[src/rtl/rev_alu_seq_if.sv]
// Request/response bundle for the bit-serial reversible ALU sequencer.
interface rev_alu_seq_if #(
  parameter int WIDTH = 16
);
  logic             in_valid;
  logic             in_ready;
  logic [2:0]       op;
  logic [WIDTH-1:0] a;
  logic [WIDTH-1:0] b;
  logic             out_valid;
  logic             out_ready;
  logic [WIDTH-1:0] result;
  logic             carry;
  logic             zero;
  logic             ovf;
  logic             busy;

  // Requester / result consumer side
  modport master (
    output in_valid, op, a, b, out_ready,
    input  in_ready, out_valid, result, carry, zero, ovf, busy
  );

  // Sequencer side
  modport slave (
    input  in_valid, op, a, b, out_ready,
    output in_ready, out_valid, result, carry, zero, ovf, busy
  );
endinterface

[src/rtl/rev_alu_seq.sv]
// Bit-serial sequencer around a 1-bit reversible ALU slice. One WIDTH-bit op
// is accepted, stepped LSB-first one bit per clock, then presented with flags.

// One bit of the reversible ALU: DPG-style full adder (propagate = a^b',
// generate = a&b'), Toffoli-style AND terms, Fredkin-style operand select.
module rev_alu_slice (
  input  logic [2:0] op,
  input  logic       a,
  input  logic       b,
  input  logic       cin,
  output logic       r,
  output logic       cout
);
  logic bp, p;

  // Combinational slice: arithmetic path plus the six logic functions
  always_comb begin
    bp   = b ^ (op == 3'b001);          // SUB inverts B
    p    = a ^ bp;                      // propagate
    cout = (a & bp) | (p & cin);        // majority(a, b', cin)
    r    = 1'b0;
    unique case (op)
      3'b000, 3'b001: r = p ^ cin;
      3'b010:         r = a & b;
      3'b011:         r = a | b;
      3'b100:         r = a ^ b;
      3'b101:         r = ~(a & b);
      3'b110:         r = ~a;
      3'b111:         r = b;
      default:        r = 1'b0;
    endcase
  end
endmodule

module rev_alu_seq #(
  parameter int WIDTH = 16,
  parameter int CNT_W = 5
) (
  input logic clk,
  input logic rst,
  rev_alu_seq_if.slave bus
);
  typedef enum logic [1:0] {IDLE, RUN, DONE} state_t;

  localparam logic [CNT_W-1:0] LAST = CNT_W'(WIDTH - 1);

  state_t           state;
  logic [2:0]       op_r;
  logic [WIDTH-1:0] a_sh, b_sh, r_sh;
  logic             c_reg;
  logic [CNT_W-1:0] cnt;

  logic             in_ready_q, out_valid_q, busy_q;
  logic [WIDTH-1:0] result_q;
  logic             carry_q, zero_q, ovf_q;

  logic             s_r, s_cout;
  logic [WIDTH-1:0] r_next;
  logic             arith;

  rev_alu_slice u_slice (
    .op  (op_r),
    .a   (a_sh[0]),
    .b   (b_sh[0]),
    .cin (c_reg),
    .r   (s_r),
    .cout(s_cout)
  );

  // Result shifts in at the MSB so after WIDTH steps bit 0 lands at bit 0
  always_comb begin
    r_next = {s_r, r_sh[WIDTH-1:1]};
    arith  = (op_r == 3'b000) || (op_r == 3'b001);
  end

  // Control FSM, datapath shifters and registered outputs
  always_ff @(posedge clk or posedge rst) begin
    if (rst) begin
      state       <= IDLE;
      op_r        <= '0;
      a_sh        <= '0;
      b_sh        <= '0;
      r_sh        <= '0;
      c_reg       <= 1'b0;
      cnt         <= '0;
      in_ready_q  <= 1'b1;
      out_valid_q <= 1'b0;
      busy_q      <= 1'b0;
      result_q    <= '0;
      carry_q     <= 1'b0;
      zero_q      <= 1'b0;
      ovf_q       <= 1'b0;
    end else begin
      unique case (state)
        IDLE: begin
          if (bus.in_valid && in_ready_q) begin
            op_r       <= bus.op;
            a_sh       <= bus.a;
            b_sh       <= bus.b;
            r_sh       <= '0;
            c_reg      <= (bus.op == 3'b001);   // SUB: +~B+1
            cnt        <= '0;
            in_ready_q <= 1'b0;
            busy_q     <= 1'b1;
            state      <= RUN;
          end
        end
        RUN: begin
          a_sh  <= a_sh >> 1;
          b_sh  <= b_sh >> 1;
          r_sh  <= r_next;
          c_reg <= s_cout;
          cnt   <= cnt + 1'b1;
          if (cnt == LAST) begin
            // c_reg here is the carry into the MSB; s_cout is the carry out
            result_q    <= r_next;
            carry_q     <= arith & s_cout;
            ovf_q       <= arith & (c_reg ^ s_cout);
            zero_q      <= ~|r_next;
            out_valid_q <= 1'b1;
            busy_q      <= 1'b0;
            state       <= DONE;
          end
        end
        DONE: begin
          if (bus.out_ready) begin
            out_valid_q <= 1'b0;
            in_ready_q  <= 1'b1;
            state       <= IDLE;
          end
        end
        default: state <= IDLE;
      endcase
    end
  end

  assign bus.in_ready  = in_ready_q;
  assign bus.out_valid = out_valid_q;
  assign bus.busy      = busy_q;
  assign bus.result    = result_q;
  assign bus.carry     = carry_q;
  assign bus.zero      = zero_q;
  assign bus.ovf       = ovf_q;
endmodule

[src/flat_wrapper.sv]
// flat-port wrapper written by rule: the top's interface ports become plain ports
module rev_alu_seq_flat 
#(
  parameter int WIDTH = 16,
  parameter int CNT_W = 5
)
  (clk, rst, bus_in_valid, bus_op, bus_a, bus_b, bus_out_ready, bus_in_ready, bus_out_valid, bus_result, bus_carry, bus_zero, bus_ovf, bus_busy);
  rev_alu_seq_if #(.WIDTH(WIDTH)) bus_i ();
  input logic clk;
  input logic rst;
  input wire logic [$bits(bus_i.in_valid)-1:0] bus_in_valid;
  input wire logic [$bits(bus_i.op)-1:0] bus_op;
  input wire logic [$bits(bus_i.a)-1:0] bus_a;
  input wire logic [$bits(bus_i.b)-1:0] bus_b;
  input wire logic [$bits(bus_i.out_ready)-1:0] bus_out_ready;
  output wire logic [$bits(bus_i.in_ready)-1:0] bus_in_ready;
  output wire logic [$bits(bus_i.out_valid)-1:0] bus_out_valid;
  output wire logic [$bits(bus_i.result)-1:0] bus_result;
  output wire logic [$bits(bus_i.carry)-1:0] bus_carry;
  output wire logic [$bits(bus_i.zero)-1:0] bus_zero;
  output wire logic [$bits(bus_i.ovf)-1:0] bus_ovf;
  output wire logic [$bits(bus_i.busy)-1:0] bus_busy;
  assign bus_i.in_valid = bus_in_valid;
  assign bus_i.op = bus_op;
  assign bus_i.a = bus_a;
  assign bus_i.b = bus_b;
  assign bus_i.out_ready = bus_out_ready;
  assign bus_in_ready = bus_i.in_ready;
  assign bus_out_valid = bus_i.out_valid;
  assign bus_result = bus_i.result;
  assign bus_carry = bus_i.carry;
  assign bus_zero = bus_i.zero;
  assign bus_ovf = bus_i.ovf;
  assign bus_busy = bus_i.busy;
  rev_alu_seq #(.WIDTH(WIDTH), .CNT_W(CNT_W)) u_core (.clk(clk), .rst(rst), .bus(bus_i));
endmodule
[config.mk]
export PLATFORM = sky130hd
export DESIGN_NAME = rev_alu_seq_flat
export DESIGN_NICKNAME = d
export VERILOG_FILES = /design/src/rtl/rev_alu_seq_if.sv /design/src/rtl/rev_alu_seq.sv /design/src/flat_wrapper.sv
export SDC_FILE = /design/constraint.sdc
export NUM_CORES = 1
export LEC_CHECK = 0
export BUFFER_PORTS_ARGS = -buffer_cell sky130_fd_sc_hd__buf_2
export CAP_MARGIN = 30
export CORE_ASPECT_RATIO = 2
export CORE_MARGIN = 4
export CORE_UTILIZATION = 50
export CTS_CLUSTER_SIZE = 24
export DETAILED_ROUTE_END_ITERATION = 7
export HOLD_SLACK_MARGIN = 0.12
export PLACE_DENSITY = 0.79
export SYNTH_ARGS = -nofsm -noshare
export SYNTH_HDL_FRONTEND = slang
export SYNTH_SLANG_ARGS = --single-unit
export TNS_END_PERCENT = 50
[constraint.sdc]
create_clock -name clk -period 2.61 [get_ports clk]
set_input_delay 0.3915 -clock clk [delete_from_list [all_inputs] [get_ports clk]]
set_output_delay 0.3915 -clock clk [all_outputs]
set_load 0.005 [all_outputs]
==> results of run 1 <==
cell usage after synthesis (2+ instances only):
| master | instances | area [um^2] |
|---|---|---|
| a21oi_1 | 5 | 25.0 |
| a221o_1 | 2 | 20.0 |
| a22oi_1 | 28 | 210 |
| buf_1 | 2 | 7.51 |
| buf_2 | 13 | 65.1 |
| buf_4 | 2 | 15.0 |
| clkbuf_1 | 3 | 11.3 |
| dfrtp_1 | 79 | 1980 |
| ha_1 | 4 | 50.1 |
| inv_1 | 7 | 26.3 |
| mux2_2 | 7 | 78.8 |
| mux2_4 | 11 | 165 |
| nand2_1 | 106 | 398 |
| nand2b_1 | 3 | 18.8 |
| nor2_1 | 7 | 26.3 |
| nor3_1 | 4 | 20.0 |
| nor4_1 | 3 | 18.8 |
| o21ai_0 | 24 | 120 |
| o22ai_1 | 2 | 12.5 |
power groups by stage:
stage | combinational, W | sequential, W | clock (W)
final | 0.0000606 | 0.00124 | 0.00113
after global routing | 0.0000704 | 0.00124 | 0.00121
after CTS | 0.0000633 | 0.00124 | 0.00116
after detailed placement | 0.0000621 | 0.00126 | 0
after global placement | 0.0000607 | 0.00126 | 0
after floorplan | 0.0000194 | 0.00126 | 0
cell type report:
type	count	area, um^2
repair buffers	69	383
clock buffers	15	268
well taps	88	110
inverters	7	27.5
multi-input cells	222	1350
fillers	580	2540
flip-flops and latches	80	2000
worst reg2reg max path, stage by stage (launching register included):
cell,delay [ps]
dfrtp_1,420
nor2_1,170
nand2_1,90
xnor2_1,150
fa_1,520
nor2_1,40
a311oi_1,240
a21oi_1,110
a22o_1,220
worst paths after layout:
kind	startpoint	endpoint	slack, ps
worst max-delay path	u_core.op_r[1]	u_core.bus.zero	550
worst min-delay path	bus_a[10]	u_core.a_sh[10]	280
worst max register to register	u_core.op_r[1]	u_core.bus.zero	550
worst min register to register	u_core.b_sh[2]	u_core.b_sh[2]	480
max in group asynchronous	rst	u_core.bus.in_ready	1330
min in group asynchronous	rst	u_core.bus.zero	610
per-stage QoR:
step | power [W] | hold WS (ps) | instance area, um^2
3_5_place_dp | 0.00133 | 419 | 3860
6_report | 0.00243 | 275 | 4140
3_3_place_gp | 0.00132 | 419 | 3860
5_1_grt | 0.00252 | 270 | 4140
4_1_cts | 0.00246 | 265 | 4140
2_1_floorplan | 0.00128 | 446 | 3460
logic make-up after synthesis:
group           Yosys count  share of synthesized area (%)
compound gates           67                           12.6
fa+ha+maj                 5                           2.03
xor+xnor                  2                          0.506
flops                    80                           57.9
buf+inv                  28                           3.94
simple gates            129                           15.3
mux                      19                           7.70
per-layer routing:
metal  global-route usage, %  vias to the layer above
met5                       0                        -
met4                    8.86                        0
met3                    4.19                       17
met2                    31.6                       66
met1                    21.5                     1269
li1                        -                     1243
placed cells by master, fill, tap and decap left out, types with 7 or more instances in the layout:
| cell type | netlist | final |
|---|---|---|
| buf_2 | 13 | 60 |
| mux2_2 | 7 | 7 |
| dfrtp_1 | 79 | 79 |
| buf_4 | 2 | 7 |
| mux2_4 | 11 | 11 |
| nand2_1 | 106 | 106 |
| a22oi_1 | 28 | 28 |
| clkbuf_16 | 0 | 9 |
| o21ai_0 | 24 | 24 |
repair_timing:
action / 4_1_cts / 5_1_grt
buffers inserted: 0 / 0
hold buffers: 1 / 0
endpoints found under the hold margin: 25 / 0
resized for setup: 0 / 0
==> summary.txt, run 1 <==
Power
  – Pint: 0.00196 W
  – Seq pwr share: 51.1%
  – Pwr/cell area: 587 mW/mm^2
  – Lkg Pwr: 2.21 nW
  – Logic pwr share: 2.5%
  – Maximum vdd ir drop: 0.000414 V
  – Net Switching: 0.000472 W
  – Clk network pwr share: 46.4%
  – Switch share: 19.4%

Timing
  – Worst slew pin tran: 459 ps
  – Slew HR: 69.4%
  – Period utilization: 78.8%
  – Final Hold Fails: 0
  – Fin. max-slew vios: 0
  – RSZ-0062 raised after global routing: no
  – Crit path time final: 2060 ps
  – Fin Clk Skew: 2.81 ps
  – Max Fclk: 0.486 GHz
  – Total negative slack: 0 ps
  – Setup Viol. Count Final: 0
  – Setup WS post-layout: 554 ps

Floorplan
  – Die Y: 126 um
  – I/O pin cnt: 61
  – # rows: 42
  – Die Area: 0.00839 mm^2
  – Initial Utilization: 51.8%
  – Core area: 0.00667 mm^2
  – Die W: 66.8 um

Setup path
  – Bufs and invs on worst path: 0
  – Crit end category: flip-flop
  – Arr. time, crit path: 2270 ps
  – Setup CP Type: reg2reg
  – Startpoint Class: flip-flop
  – Worst reg-to-reg path cell count: 8
  – Delay-heaviest family, CP: compound AO/OA/AOI/OAI gates
  – Most frequent CP cell: nor2_1
  – Slowest CP cell: fa_1
  – Slowest stage delay, CP: 520 ps
  – CP Cell Sequence: nor2_1 -> nand2_1 -> xnor2_1 -> fa_1 -> nor2_1 -> a311oi_1 -> a21oi_1 -> a22o_1
  – Crit path depth: 8
  – Worst EP required: 2830 ps
  – CP max FO: 5

Clock network
  – Clock slew seen by the registers of the worst setup and hold paths: 50 ps
  – Root buf cell: clkbuf_16
  – # H-tree levels: 3
  – Clock Sinks: 80
  – Clk Latency, worst-skew pair: 330 ps
  – CTS tree: yes
  – CTS buffer count: 9
  – Max clock buf depth: 2

Route
  – TritonRoute pass-1 iters: 4
  – Number of routed nets with antenna violations: 0
  – Routed WL per cell: 14.7 um
  – Max layer used: met4
  – Drt drc: 0
  – Vias post-DR: 2595
  – Starting DRT DRC Count: 105
  – Met3 WL: 309 um
  – Post-Route WL: 7060 um
  – Vias per cell: 5.40
  – DR WL met2: 3880 um
  – Met1 Wirelength: 2670 um

Status
  – Status: complete, no violations

Synth
  – Unique cell type count in the Yosys netlist: 37
  – Synth Flop Type: dfrtp_1
  – Mapped Nets: 374
  – Ys Warns: 0
  – Synthesized instance count: 330
  – Area of the mapped netlist: 0.00346 mm^2
  – Share of the yosys chip area belonging to registers: 57.9%
  – Number of synthesized flops with an enable pin: 0
  – Post-synth ARST share: 100%
  – Synthesized flop and latch total: 80
  – Avg Cell Area, Syn: 10.5 um^2

Global route
  – Total global-route track usage: 18.6%
  – Initial antenna violation count: 0
  – Largest net degree at the start of global routing: 61
  – Vias in the first global route: 2656
  – Total grt overflow: 0
  – First-pass GRT wire length: 12000 um

Finish
  – Nets@finish: 433
  – Share of layout cells above drive strength 1: 26.5%
  – N_diodes: 0
  – Layout Cells excl Fill: 481
  – Synth-to-Final Area Change: 19.6%
  – Final Util: 62.0%

Placed design
  – Dpl cells: 465
  – Port Buffers: 60
  – Setup WS pre-CTS: 562 ps
  – Post-DP HPWL: 5000 um
  – RD Place Congestion: 0.822

Job
  – Max-cap check violation count: 0

Worst hold path
  – Worst hold path type: in2reg
  – Worst Hold Path Cells: 3
No activity file was read; power rests on OpenSTA's default activity.
==> run 2, diff against run 1 <==
Clock period 2.61 ns to 1.98 ns, I/O delays scaled along.
==> summary.txt, run 2 (synthesis results as in run 1) <==
Clock network
  – Clock slew seen by the registers of the worst setup and hold paths: 60 ps (about the same)
  – Clock Sinks: 80 (unchanged)
  – # H-tree levels: 3 (unchanged)
  – Max clock buf depth: 2 (unchanged)
  – Setup Buffers After CTS: 0 (unchanged)
  – CTS tree: yes
  – Clk Latency, worst-skew pair: 340 ps (about the same)
  – Root buf cell: clkbuf_16
  – CTS buffer count: 9 (unchanged)

Floorplan
  – Initial Utilization: 51.8% (unchanged)
  – Die Y: 126 um (unchanged)
  – Die Area: 0.00839 mm^2 (unchanged)
  – Core area: 0.00667 mm^2 (unchanged)
  – I/O pin cnt: 61 (unchanged)
  – Die W: 66.8 um (unchanged)
  – # rows: 42 (unchanged)

Route
  – Met1 Wirelength: 2660 um (-0.15%)
  – TritonRoute pass-1 iters: 4 (unchanged)
  – Starting DRT DRC Count: 108 (+2.9%)
  – Max layer used: met4
  – Met3 WL: 237 um (-23%)
  – Drt drc: 0 (unchanged)
  – Number of routed nets with antenna violations: 0 (unchanged)
  – Vias per cell: 5.29 (-1.9%)
  – Post-Route WL: 7250 um (+2.7%)
  – Vias post-DR: 2582 (-0.50%)
  – DR WL met2: 4180 um (+7.8%)
  – Routed WL per cell: 14.9 um (+1.3%)

Finish
  – Commonest non-fill, non-tap cell in the layout: nand2_1
  – Most frequent cells in the layout: 105 x nand2_1, 79 x dfrtp_1, 60 x buf_2
  – Nets@finish: 439 (+1.4%)
  – Synth-to-Final Area Change: 23.6%
  – Share of layout cells above drive strength 1: 29.3% (+2.8 points)
  – N_diodes: 0 (unchanged)
  – Fillcell total: 563 (-2.9%)

Placed design
  – Post-DP HPWL: 5080 um (+1.6%)
  – Port Buffers: 60 (unchanged)
  – RD Place Congestion: 0.797 (-3.1%)

Setup path
  – Delay-heaviest family, CP: compound AO/OA/AOI/OAI gates
  – Bufs and invs on worst path: 0 (unchanged)
  – Startpoint Class: flip-flop
  – Crit end category: flip-flop
  – Arr. time, crit path: 2180 ps (-90 ps)
  – CP Cell Sequence: nor2_2 -> nand2_2 -> xnor2_2 -> fa_1 -> nor2_1 -> a311oi_1 -> a21oi_1 -> a22o_1
  – Worst EP required: 2210 ps (-620 ps)
  – Slowest stage delay, CP: 500 ps (-20 ps)
  – CP max FO: 3 (-2)
  – Slowest CP cell: fa_1
  – Worst Setup SP: u_core.op_r[2]
  – Setup CP Type: reg2reg
  – Worst R2R Start: u_core.op_r[2]

Timing
  – Period utilization: 98.7% (+20 points)
  – Setup Viol. Count Final: 0 (unchanged)
  – Max Fclk: 0.512 GHz (+5.3%)
  – Final Hold Fails: 0 (unchanged)
  – Crit path time final: 1950 ps (-103 ps)
  – Fin Clk Skew: 6.78 ps (+3.97 ps)
  – Fin. max-slew vios: 0 (unchanged)
  – Worst slew pin tran: 426 ps (-32.7 ps)
  – Hold slack: 164 ps (-111 ps)
  – Slew HR: 71.6% (+2.2 points)
  – RSZ-0062 raised after global routing: yes

Power
  – Maximum vdd ir drop: 0.000777 V (+88%)
  – Total Power: 0.00349 W (+44%)
  – Lkg Pwr: 2.28 nW (+2.8%)
  – Pwr/cell area: 816 mW/mm^2 (+39%)

Global route
  – First-pass GRT wire length: 12300 um (+2.9%)
  – Vias in the first global route: 2703 (+1.8%)
  – Initial antenna violation count: 0 (unchanged)
  – Total grt overflow: 0 (unchanged)
  – Largest net degree at the start of global routing: 81 (+33%)
  – Total global-route track usage: 19.5% (+0.89 points)

Worst hold path
  – Hold Path Origin: bus_a[15]
  – Worst hold path type: in2reg

Job
  – Max-cap check violation count: 0 (unchanged)

Status
  – Status: complete, no violations
[run 2: cell types whose count changed in the layout (fill, tap and decap cells not counted), sizes merged]
cell,previous run,this run
bufinv,0,2
buf,68,74
clkbuf,15,11
clkinvlp,0,3
[run 2: per-layer routing]
layer  up-vias  global-route usage [%]
met4         0                    10.7
met1      1262                    21.7
li1       1259                       -
met3         8                    3.57
met2        53                    33.8
met5         -                       0
[run 2: worst paths after layout]
check / to / slack [ps] / cells after the start
hold / removal: u_core.a_sh[15] / 160 / 3
max in group asynchronous: u_core.bus.result[1] / 1030 / 4
hold reg to reg: u_core.a_sh[4] / 480 / 2
min in group asynchronous: u_core.a_sh[5] / 590 / 4
setup reg to reg: u_core.bus.zero / 30 / 8
setup / recovery: u_core.bus.zero / 30 / 8
[run 2: what timing repair did]
item,in CTS,in global routing
setup endpoints to repair,0,3
hold buffers,1,0
gates resized for setup,0,3
hold endpoints to repair,79,0
[run 2: power by group]
part	switching, W	total (W)	internal (W)
registers	0	0.00164	0.00164
logic	0.0000466	0.0000803	0.0000337
clock network	0.000640	0.00178	0.00114
[run 2: worst reg2reg max path: stages, from the launching register on]
cell      delay [ps]
dfrtp_1          390
nor2_2           160
nand2_2           90
xnor2_2          140
fa_1             500
nor2_1            40
a311oi_1         200
a21oi_1          100
a22o_1           210
[run 2: layout make-up]
| type | count | area [um^2] | area share [%] |
|---|---|---|---|
| clock buffer | 11 | 243 | 5.68 |
| sequential | 80 | 2000 | 46.8 |
| timing repair buffer | 75 | 453 | 10.6 |
| inverter | 7 | 30.0 | 0.702 |
| multi-input combinational | 222 | 1360 | 31.7 |
| clock inverter | 5 | 80.1 | 1.87 |
| tap | 88 | 110 | 2.57 |
[run 2: through the flow]
step	area [um^2]	instances	utilization (%)	setup slack, ps	setup TNS (ps)
global placement	3930	471	58.9	82.5	0
detailed placement	3930	471	58.9	12.1	0
finish	4280	488	64.1	26.7	0
CTS	4260	488	63.9	3.47	0
floorplan	3460	330	-	62.3	0
global route	4280	488	64.1	-86.6	-153
